$ cat config.mk
export PLATFORM = sky130hd
export DESIGN_NAME = cdb_arbiter
export DESIGN_NICKNAME = d
export VERILOG_FILES = /design/src/rtl/cdb_arbiter.sv
export SDC_FILE = /design/constraint.sdc
export NUM_CORES = 1
export LEC_CHECK = 0
export ABC_AREA = 1
export CELL_PAD_IN_SITES_DETAIL_PLACEMENT = 1
export CELL_PAD_IN_SITES_GLOBAL_PLACEMENT = 1
export CORE_MARGIN = 10
export CORE_UTILIZATION = 43
export CTS_CLUSTER_SIZE = 8
export DETAILED_ROUTE_END_ITERATION = 10
export PLACE_DENSITY_LB_ADDON = 0.1
export SYNTH_ARGS = -nofsm -noshare
export SYNTH_HDL_FRONTEND = slang
export SYNTH_SLANG_ARGS = --single-unit
$ cat constraint.sdc
create_clock -name clk -period 10.75 [get_ports clk]
set_input_delay 2.6875 -clock clk [delete_from_list [all_inputs] [get_ports clk]]
set_output_delay 2.6875 -clock clk [all_outputs]
set_load 0.05 [all_outputs]
$ cat src/rtl/cdb_arbiter.sv
// Common data bus arbiter: three 2-entry write-back queues (ALU, LSU, BRU) with branch squash/free, one registered ROB write port.
// Define CDB_FIXED_PRIORITY_EN for fixed ALU > LSU > BRU priority; the default build arbitrates round-robin.
module cdb_arbiter (
    input  logic        clk,
    input  logic        rst,
    input  logic        rdy,
    input  logic        enReq0,
    input  logic        enReq1,
    input  logic        enReq2,
    input  logic [3:0]  ReqTag0,
    input  logic [3:0]  ReqTag1,
    input  logic [3:0]  ReqTag2,
    input  logic [31:0] ReqData0,
    input  logic [31:0] ReqData1,
    input  logic [31:0] ReqData2,
    input  logic [3:0]  ReqBranchTag0,
    input  logic [3:0]  ReqBranchTag1,
    input  logic [3:0]  ReqBranchTag2,
    output logic        full0,
    output logic        full1,
    output logic        full2,
    input  logic        bFreeEn,
    input  logic [1:0]  bFreeNum,
    input  logic        misTaken,
    output logic        enWrtO,
    output logic [3:0]  WrtTagO,
    output logic [31:0] WrtDataO
);

    typedef struct packed {
        logic [3:0]  tag;
        logic [31:0] data;
        logic [3:0]  bt;
    } entry_t;

    entry_t     q       [3][2];
    logic [1:0] cnt     [3];
    entry_t     q_nxt   [3][2];
    logic [1:0] cnt_nxt [3];

    logic       req_v   [3];
    entry_t     req_e   [3];

    entry_t     c_e     [3][2];
    logic [1:0] c_cnt   [3];
    logic [2:0] head_ok;

    logic       gnt_any;
    logic [1:0] gnt_idx;
    entry_t     win;

`ifndef CDB_FIXED_PRIORITY_EN
    logic [1:0] last_grant;
`endif

    // Handshake: enReqN is accepted on a rising edge where rdy=1 and fullN=0;
    // fullN is the inverse of ready and comes straight from the registered count.
    always_comb begin
        req_v[0] = enReq0;
        req_v[1] = enReq1;
        req_v[2] = enReq2;
        req_e[0] = {ReqTag0, ReqData0, ReqBranchTag0};
        req_e[1] = {ReqTag1, ReqData1, ReqBranchTag1};
        req_e[2] = {ReqTag2, ReqData2, ReqBranchTag2};
    end

    assign full0 = (cnt[0] == 2'd2);
    assign full1 = (cnt[1] == 2'd2);
    assign full2 = (cnt[2] == 2'd2);

    // Squash view of each queue: killed entries vanish and survivors slide to the head,
    // so a killed head lets the entry behind it compete in the same cycle.
    always_comb begin
        logic k0, k1, s0, s1;
        for (int i = 0; i < 3; i++) begin
            k0 = misTaken & q[i][0].bt[bFreeNum];
            k1 = misTaken & q[i][1].bt[bFreeNum];
            s0 = (cnt[i] != 2'd0) & ~k0;
            s1 = (cnt[i] == 2'd2) & ~k1;
            c_e[i][0] = q[i][0];
            c_e[i][1] = q[i][1];
            c_cnt[i]  = 2'd0;
            if (s0) begin
                c_cnt[i] = s1 ? 2'd2 : 2'd1;
            end else if (s1) begin
                c_e[i][0] = q[i][1];
                c_cnt[i]  = 2'd1;
            end
            head_ok[i] = s0 | s1;
        end
    end

    always_comb begin
        gnt_any = |head_ok;
        gnt_idx = 2'd0;
`ifdef CDB_FIXED_PRIORITY_EN
        if (head_ok[0])      gnt_idx = 2'd0;
        else if (head_ok[1]) gnt_idx = 2'd1;
        else if (head_ok[2]) gnt_idx = 2'd2;
`else
        // Search starts one past the last winner.
        case (last_grant)
            2'd0: begin
                if (head_ok[1])      gnt_idx = 2'd1;
                else if (head_ok[2]) gnt_idx = 2'd2;
                else if (head_ok[0]) gnt_idx = 2'd0;
            end
            2'd1: begin
                if (head_ok[2])      gnt_idx = 2'd2;
                else if (head_ok[0]) gnt_idx = 2'd0;
                else if (head_ok[1]) gnt_idx = 2'd1;
            end
            default: begin
                if (head_ok[0])      gnt_idx = 2'd0;
                else if (head_ok[1]) gnt_idx = 2'd1;
                else if (head_ok[2]) gnt_idx = 2'd2;
            end
        endcase
`endif
        case (gnt_idx)
            2'd1:    win = c_e[1][0];
            2'd2:    win = c_e[2][0];
            default: win = c_e[0][0];
        endcase
    end

    always_comb begin
        logic       pop, take;
        logic [1:0] rem;
        for (int i = 0; i < 3; i++) begin
            pop  = gnt_any && (gnt_idx == 2'(i));
            take = req_v[i] && (cnt[i] != 2'd2) && !(misTaken && req_e[i].bt[bFreeNum]);
            rem  = c_cnt[i] - {1'b0, pop};
            q_nxt[i][0] = pop ? c_e[i][1] : c_e[i][0];
            q_nxt[i][1] = c_e[i][1];
            if (take) begin
                if (rem == 2'd0) q_nxt[i][0] = req_e[i];
                else             q_nxt[i][1] = req_e[i];
            end
            cnt_nxt[i] = rem + {1'b0, take};
            // A resolved-correct branch frees its mask bit everywhere, including the new arrival.
            if (bFreeEn && !misTaken) begin
                q_nxt[i][0].bt[bFreeNum] = 1'b0;
                q_nxt[i][1].bt[bFreeNum] = 1'b0;
            end
        end
    end

    always_ff @(posedge clk) begin
        if (rst) begin
            for (int i = 0; i < 3; i++) begin
                cnt[i]  <= 2'd0;
                q[i][0] <= '0;
                q[i][1] <= '0;
            end
            enWrtO     <= 1'b0;
            WrtTagO    <= 4'b1000;
            WrtDataO   <= 32'd0;
`ifndef CDB_FIXED_PRIORITY_EN
            last_grant <= 2'd2;
`endif
        end else if (rdy) begin
            for (int i = 0; i < 3; i++) begin
                cnt[i]  <= cnt_nxt[i];
                q[i][0] <= q_nxt[i][0];
                q[i][1] <= q_nxt[i][1];
            end
            enWrtO <= gnt_any;
            if (gnt_any) begin
                WrtTagO    <= win.tag;
                WrtDataO   <= win.data;
`ifndef CDB_FIXED_PRIORITY_EN
                last_grant <= gnt_idx;
`endif
            end
        end
    end

endmodule

==> impl_metrics.yaml, run 1 <==
finish:
  area_delta_synth_final_pct: 19.60
  final_layout_size_suffix_gt1_frac: 0.05474
  final_cell_count_no_fill: 2507
  post-route-util: 0.5248
  layout.nets: 2159
  antennaDiodeCount: 0
  finish.instance_area_mm2: 0.01876
  num-fill-cells: 4257
yosys:
  avgSynthCellArea_um2: 8.229
  postSynthCellCount: 1906
  ys_ff_latch: 285
  syn_nets: 2051
  synth.distinct_cells: 31
  syn-cell-area_mm2: 0.01568
  seq_area_frac_synth: 0.5208
  ys_warn_count: 0
worst_setup_path:
  worst_setup_path_end_kind: "flip-flop"
  start_kind: "input port"
  cpPeakStageDelay_ns: 0.78
  slowest_stage: "clkdlybuf4s50_1"
  crit_type: "input port to flip-flop"
  crit_arrival_ns: 9.00
  path_max_fanout: 38
  r2r_slack_ns: 4.69
  worstPathRequired_ns: 10.98
  worstRegToRegCells: 22
  critical_path.most_common_cell: "nand2_1"
place:
  dp_hpwl_um: 37350
  dp_cells: 2432
  port-buffer-count: 169
  gp_congestion: 0.8721
  post_dp_cell_area_mm2: 0.01758
grt:
  grtUsageTotal: 0.2424
  grt_pass1_wl_um: 84840
  overflow: 0
  grt_pass1_vias: 14600
  grt_max_degree: 80
  antenna_found_initial: 1
floorplanning:
  pin_count: 170
  rows: 69
  die_h_um: 211.0
  initial_core_util: 0.4388
  die_area_mm2: 0.04451
  die_w_um: 211.0
  core_area_mm2: 0.03574
clock_tree:
  cts_resized: 0
  hold_buffers: 0
  cts_setup_buffers: 0
  ctsLongestPathBuffers: 3
  htreeDepth: 2
  cts_root_buf: "clkbuf_16"
  clock_sinks: 285
  path_clk_slew_ns: 0.05
  clk-insertion-delay-late_ns: 0.53
  numCtsBuffers: 41
  cts_tree: "done"
outcome:
  status: "completed"
routing:
  routed_via_density: 5.703
  wl_met3_um: 3491
  routedWlPerCell_um: 22.15
  vias: 14300
  top_layer_used: "met4"
  drtIter0Drc: 1267
  drt-total-wl_um: 55530
  drt_pass1_iterations: 6
  antenna_left: 0
  drc: 0
  wl_met2_um: 26610
  met1Wirelength_um: 23370
power:
  total_power_mw: 5.983
  irDropWorstVdd_mv: 0.1696
  cellPowerDensity_mw_per_mm2: 318.9
  leakage_nw: 7.431
sta:
  worst_pin_slew_ns: 1.061
  skew_ns: 0.02379
  layout_min_cycle_time_ns: 8.766
  hold_viol_final: 0
  post-route-period-util: 0.8154
  rsz0062_at_grt: "false"
  tns_ns: 0
  max_freq_mhz: 114.1
  finalMaxSlewViolations: 0
  slew_headroom: 0.2925
  setup_viol: 0
hold_path:
  hold_depth: 2
  hold_class: "flip-flop to flip-flop"
flow_run:
  maxCapViolations: 0
cells in the final DEF (no fill, tap or decap), types with 31 or more instances in the layout:
cell type	n
o21ai_0	144
clkbuf_16	41
clkdlybuf4s50_1	169
nor2_1	127
nand2_1	491
inv_1	210
a21oi_1	110
dfxtp_1	39
clkbuf_1	31
nand3_1	243
a32oi_1	38
edfxtp_1	246
critical path, delay by kind of cell:
| family | cells | cell delay, ns |
|---|---|---|
| buf+inv | 7 | 2.97 |
| fa+ha+maj | 3 | 1.05 |
| compound gates | 4 | 0.69 |
| simple gates | 10 | 1.34 |
| xor+xnor | 1 | 0.23 |
synth_stat cells:
library cell  instances  area (um^2)
o21ai_0             147        735.7
nor2_2                3        18.77
nand3_1             243         1216
a31oi_1               3        18.77
clkbuf_1             52        195.2
buf_6                 7        78.83
inv_2                 3        11.26
a21oi_2               6        52.55
edfxtp_1            246         7387
nand2_2              14        87.58
buf_2                56        280.3
o211ai_1             28        210.2
o21ai_1               2        10.01
inv_4                 1        6.260
buf_1                 7        26.28
dfxtp_1              39        780.8
ha_1                 15        187.7
nand4_1              13        81.33
nor2_1              128        480.5
o22ai_1              15        93.84
a21oi_1             111        555.5
xor2_1                3        26.28
or3b_2                1        8.760
buf_4                10        75.07
clkinv_1              5        18.77
a32oi_1              38        332.8
o221ai_1              4        35.03
or2_2                 2        12.51
inv_1               210        788.3
nand2_1             493         1851
nand4_4               1        21.27
cell families (layout without fill, tap and decap cells):
group,count (synthesis),after routing,share of synthesized area
and+or+nand+nor,898,898,0.2408
AOI/OAI and AO/OA,354,354,0.1304
buffers and inverters,351,491,0.09438
DFF,285,285,0.5208
adders and majority gates,15,15,0.01197
xor gates and xnor gates,3,3,0.001676
per-stage QoR:
step / hold slack, ns / worst slack (ns)
finish: 0.4714 / 1.984
global route: 0.4838 / 1.557
global placement: 0.4594 / 1.873
CTS: 0.4703 / 2.133
floorplan: 0.4584 / 1.716
detailed placement: 0.4630 / 1.598
final timing paths:
check	endpoint	from
worst max-delay path	q[0][151]	bFreeNum[0]
worst min-delay path	WrtDataO[22]	WrtDataO[22]
worst max register to register	q[0][151]	cnt[0][5]
worst min register to register	WrtDataO[22]	WrtDataO[22]
per-layer routing:
layer,up-vias,track usage
met5,-,0
met4,0,0.09540
met3,92,0.03234
met2,490,0.3996
met1,7047,0.3170
li1,6669,-
registers in the layout, summed over array words and instances (netlist names):
name / count
cnt: 6
WrtDataO: 32
enWrtO: 1
q: 240
last_grant: 2
WrtTagO: 4
power breakdown:
part	internal [mW]	switching (mW)	leakage (nW)
sequential	1.62	0.174	2.98
clock	0.722	0.495	0.558
combinational	0.785	2.19	3.90
final cells by class:
cell class	count	area, um^2	share of cell area
Inverter	219	824.5	0.04396
Clock inverter	2	17.52	0.0009338
Timing Repair Buffer	197	1902	0.1014
Tap cell	461	576.8	0.03075
Multi-Input combinational cell	1270	6113	0.3259
Clock buffer	73	1156	0.06163
Sequential cell	285	8168	0.4354
(Power assumes the default switching activity.)
==> run 2: changes to the inputs <==
==> constraint.sdc (replaced) <==
create_clock -name clk -period 8.1 [get_ports clk]
set_input_delay 2.025 -clock clk [delete_from_list [all_inputs] [get_ports clk]]
set_output_delay 2.025 -clock clk [all_outputs]
set_load 0.05 [all_outputs]
==> run 2 against run 1 <==
Net effect:
- sequential share of layout area decreased by 0.18 points
- hold slack improved by 0.0033 ns
- critical path depth decreased by 2
- critical path type unchanged
- critical endpoint is now q[0][224]
==> impl_metrics.yaml, run 2 (synthesized netlist as in run 1, its figures left out) <==
sta:
  tns_ns: 0
  post-route-period-util: 0.8648
  slew_headroom: 0.2038
  hold_viol_final: 0
  rsz0062_at_grt: "false"
  skew_ns: 0.01046
  layout_min_cycle_time_ns: 7.005
  worst_pin_slew_ns: 1.193
  max_freq_mhz: 142.8
  setup_viol: 0
  hold_ws_ns: 0.4747
  finalMaxSlewViolations: 0
power:
  clkPwrFrac: 0.206
  irDropWorstVdd_mv: 0.2337
  p_sw_mw: 3.831
  power.internal_mw: 4.199
  sw_frac_of_total: 0.4771
  leakage_nw: 7.471
  p_comb_frac: 0.498
  cellPowerDensity_mw_per_mm2: 426.3
  pwr-share-seq: 0.296
finish:
  finish.instance_area_mm2: 0.01884
  largest_reg_flops: 240
  layout.nets: 2161
  num-fill-cells: 4284
  largest-register: "q"
  final_cell_count_no_fill: 2510
  antennaDiodeCount: 0
  area_delta_synth_final_pct: 20.10
  largestRegisters: "q: 240 flops, WrtDataO: 32 flops, cnt: 6 flops"
  layout_common_cells: "nand2_1 (492), edfxtp_1 (246), nand3_1 (243), inv_1 (210), clkdlybuf4s50_1 (169)"
  final_layout_size_suffix_gt1_frac: 0.05564
  mostFrequentLayoutCell: "nand2_1"
worst_setup_path:
  worstPathRequired_ns: 8.36
  start_kind: "input port"
  crit_arrival_ns: 7.26
  path_max_fanout: 25
  worst_setup_path_end_kind: "flip-flop"
  crit_type: "input port to flip-flop"
routing:
  drtIter0Drc: 1186
  antenna_left: 0
  drc: 0
  vias: 14320
  routedWlPerCell_um: 22.69
  drt_pass1_iterations: 5
  drt-total-wl_um: 56940
  routed_via_density: 5.703
clock_tree:
  cts_resized: 0
  numCtsBuffers: 41
  cts_root_buf: "clkbuf_16"
  cts_tree: "done"
  clk-insertion-delay-late_ns: 0.54
  path_clk_slew_ns: 0.05
  hold_buffers: 0
  cts_setup_buffers: 0
  ctsLongestPathBuffers: 3
  htreeDepth: 2
  clock_sinks: 285
hold_path:
  hold_class: "flip-flop to flip-flop"
flow_run:
  maxCapViolations: 0
grt:
  grt_max_degree: 89
  overflow: 0
  antenna_found_initial: 1
  grtUsageTotal: 0.2485
  grt_pass1_wl_um: 86440
  grt_pass1_vias: 14640
floorplanning:
  die_w_um: 211.0
  rows: 69
  initial_core_util: 0.4388
  pin_count: 170
  core_area_mm2: 0.03574
  die_area_mm2: 0.04451
  die_h_um: 211.0
place:
  port-buffer-count: 169
  gp_congestion: 0.8258
  dp_cells: 2434
  post_dp_cell_area_mm2: 0.01762
  dp_hpwl_um: 37700
outcome:
  status: "completed"
-- run 2: final cells by class --
cell class	instances	area, um^2	share of cell area
Multi-Input combinational cell	1270	6111	0.3244
Inverter	219	824.5	0.04377
Tap cell	461	576.8	0.03062
Clock inverter	1	8.758	0.0004650
Sequential cell	285	8168	0.4336
Clock buffer	75	1206	0.06403
Timing Repair Buffer	199	1942	0.1031
-- run 2: metrics by stage --
step             util  setup slack (ns)  total power [mW]
2_1_floorplan       -            0.2190             4.883
3_3_place_gp   0.4930            0.8618             6.234
3_5_place_dp   0.4930            0.6029             6.334
4_1_cts        0.5270             1.129             8.008
5_1_grt        0.5270            0.7607             8.473
6_report       0.5270             1.095             8.030
-- run 2: critical path, cell delays in order --
cell and delay, ns:
clkdlybuf4s50_1 0.96, nand2_1 0.10, o21ai_0 0.11, nand2_1 0.08
nand2_1 0.08, nand2_1 0.30, nand2_1 0.20, ha_1 0.20
or3b_2 0.46, nand2_1 0.10, inv_1 0.08, ha_1 0.23
nand2_1 0.09, buf_4 0.24, inv_1 0.09, ha_1 0.22
xor2_1 0.22, nor2_1 0.16, nand2_2 0.08, nand2_2 0.46
inv_1 0.38, o211ai_1 0.22, o21ai_0 0.15
-- run 2: layer usage --
metal	up-vias	track usage	wire, um
met4	2	0.1026	2186
met3	94	0.04021	3538
met2	467	0.4057	27100
met5	-	0	13
met1	7082	0.3221	24100
li1	6670	-	-
-- run 2: power groups by stage --
stage          registers, mW  clock network (mW)  logic [mW]
4_1_cts                 2.38                1.67        3.96
6_report                2.38                1.65        4.00
5_1_grt                 2.42                1.73        4.32
2_1_floorplan           2.62                   0        2.26
3_5_place_dp            2.40                   0        3.94
3_3_place_gp            2.38                   0        3.85
-- run 2: final timing paths --
| path | cells past startpoint | from | endpoint | slack, ns |
|---|---|---|---|---|
| setup / recovery | 23 | bFreeNum[0] | q[0][224] | 1.09 |
| hold / removal | 2 | WrtDataO[22] | WrtDataO[22] | 0.47 |
| setup reg to reg | 22 | q[0][3] | q[0][224] | 3.16 |
| hold reg to reg | 2 | WrtDataO[22] | WrtDataO[22] | 0.47 |
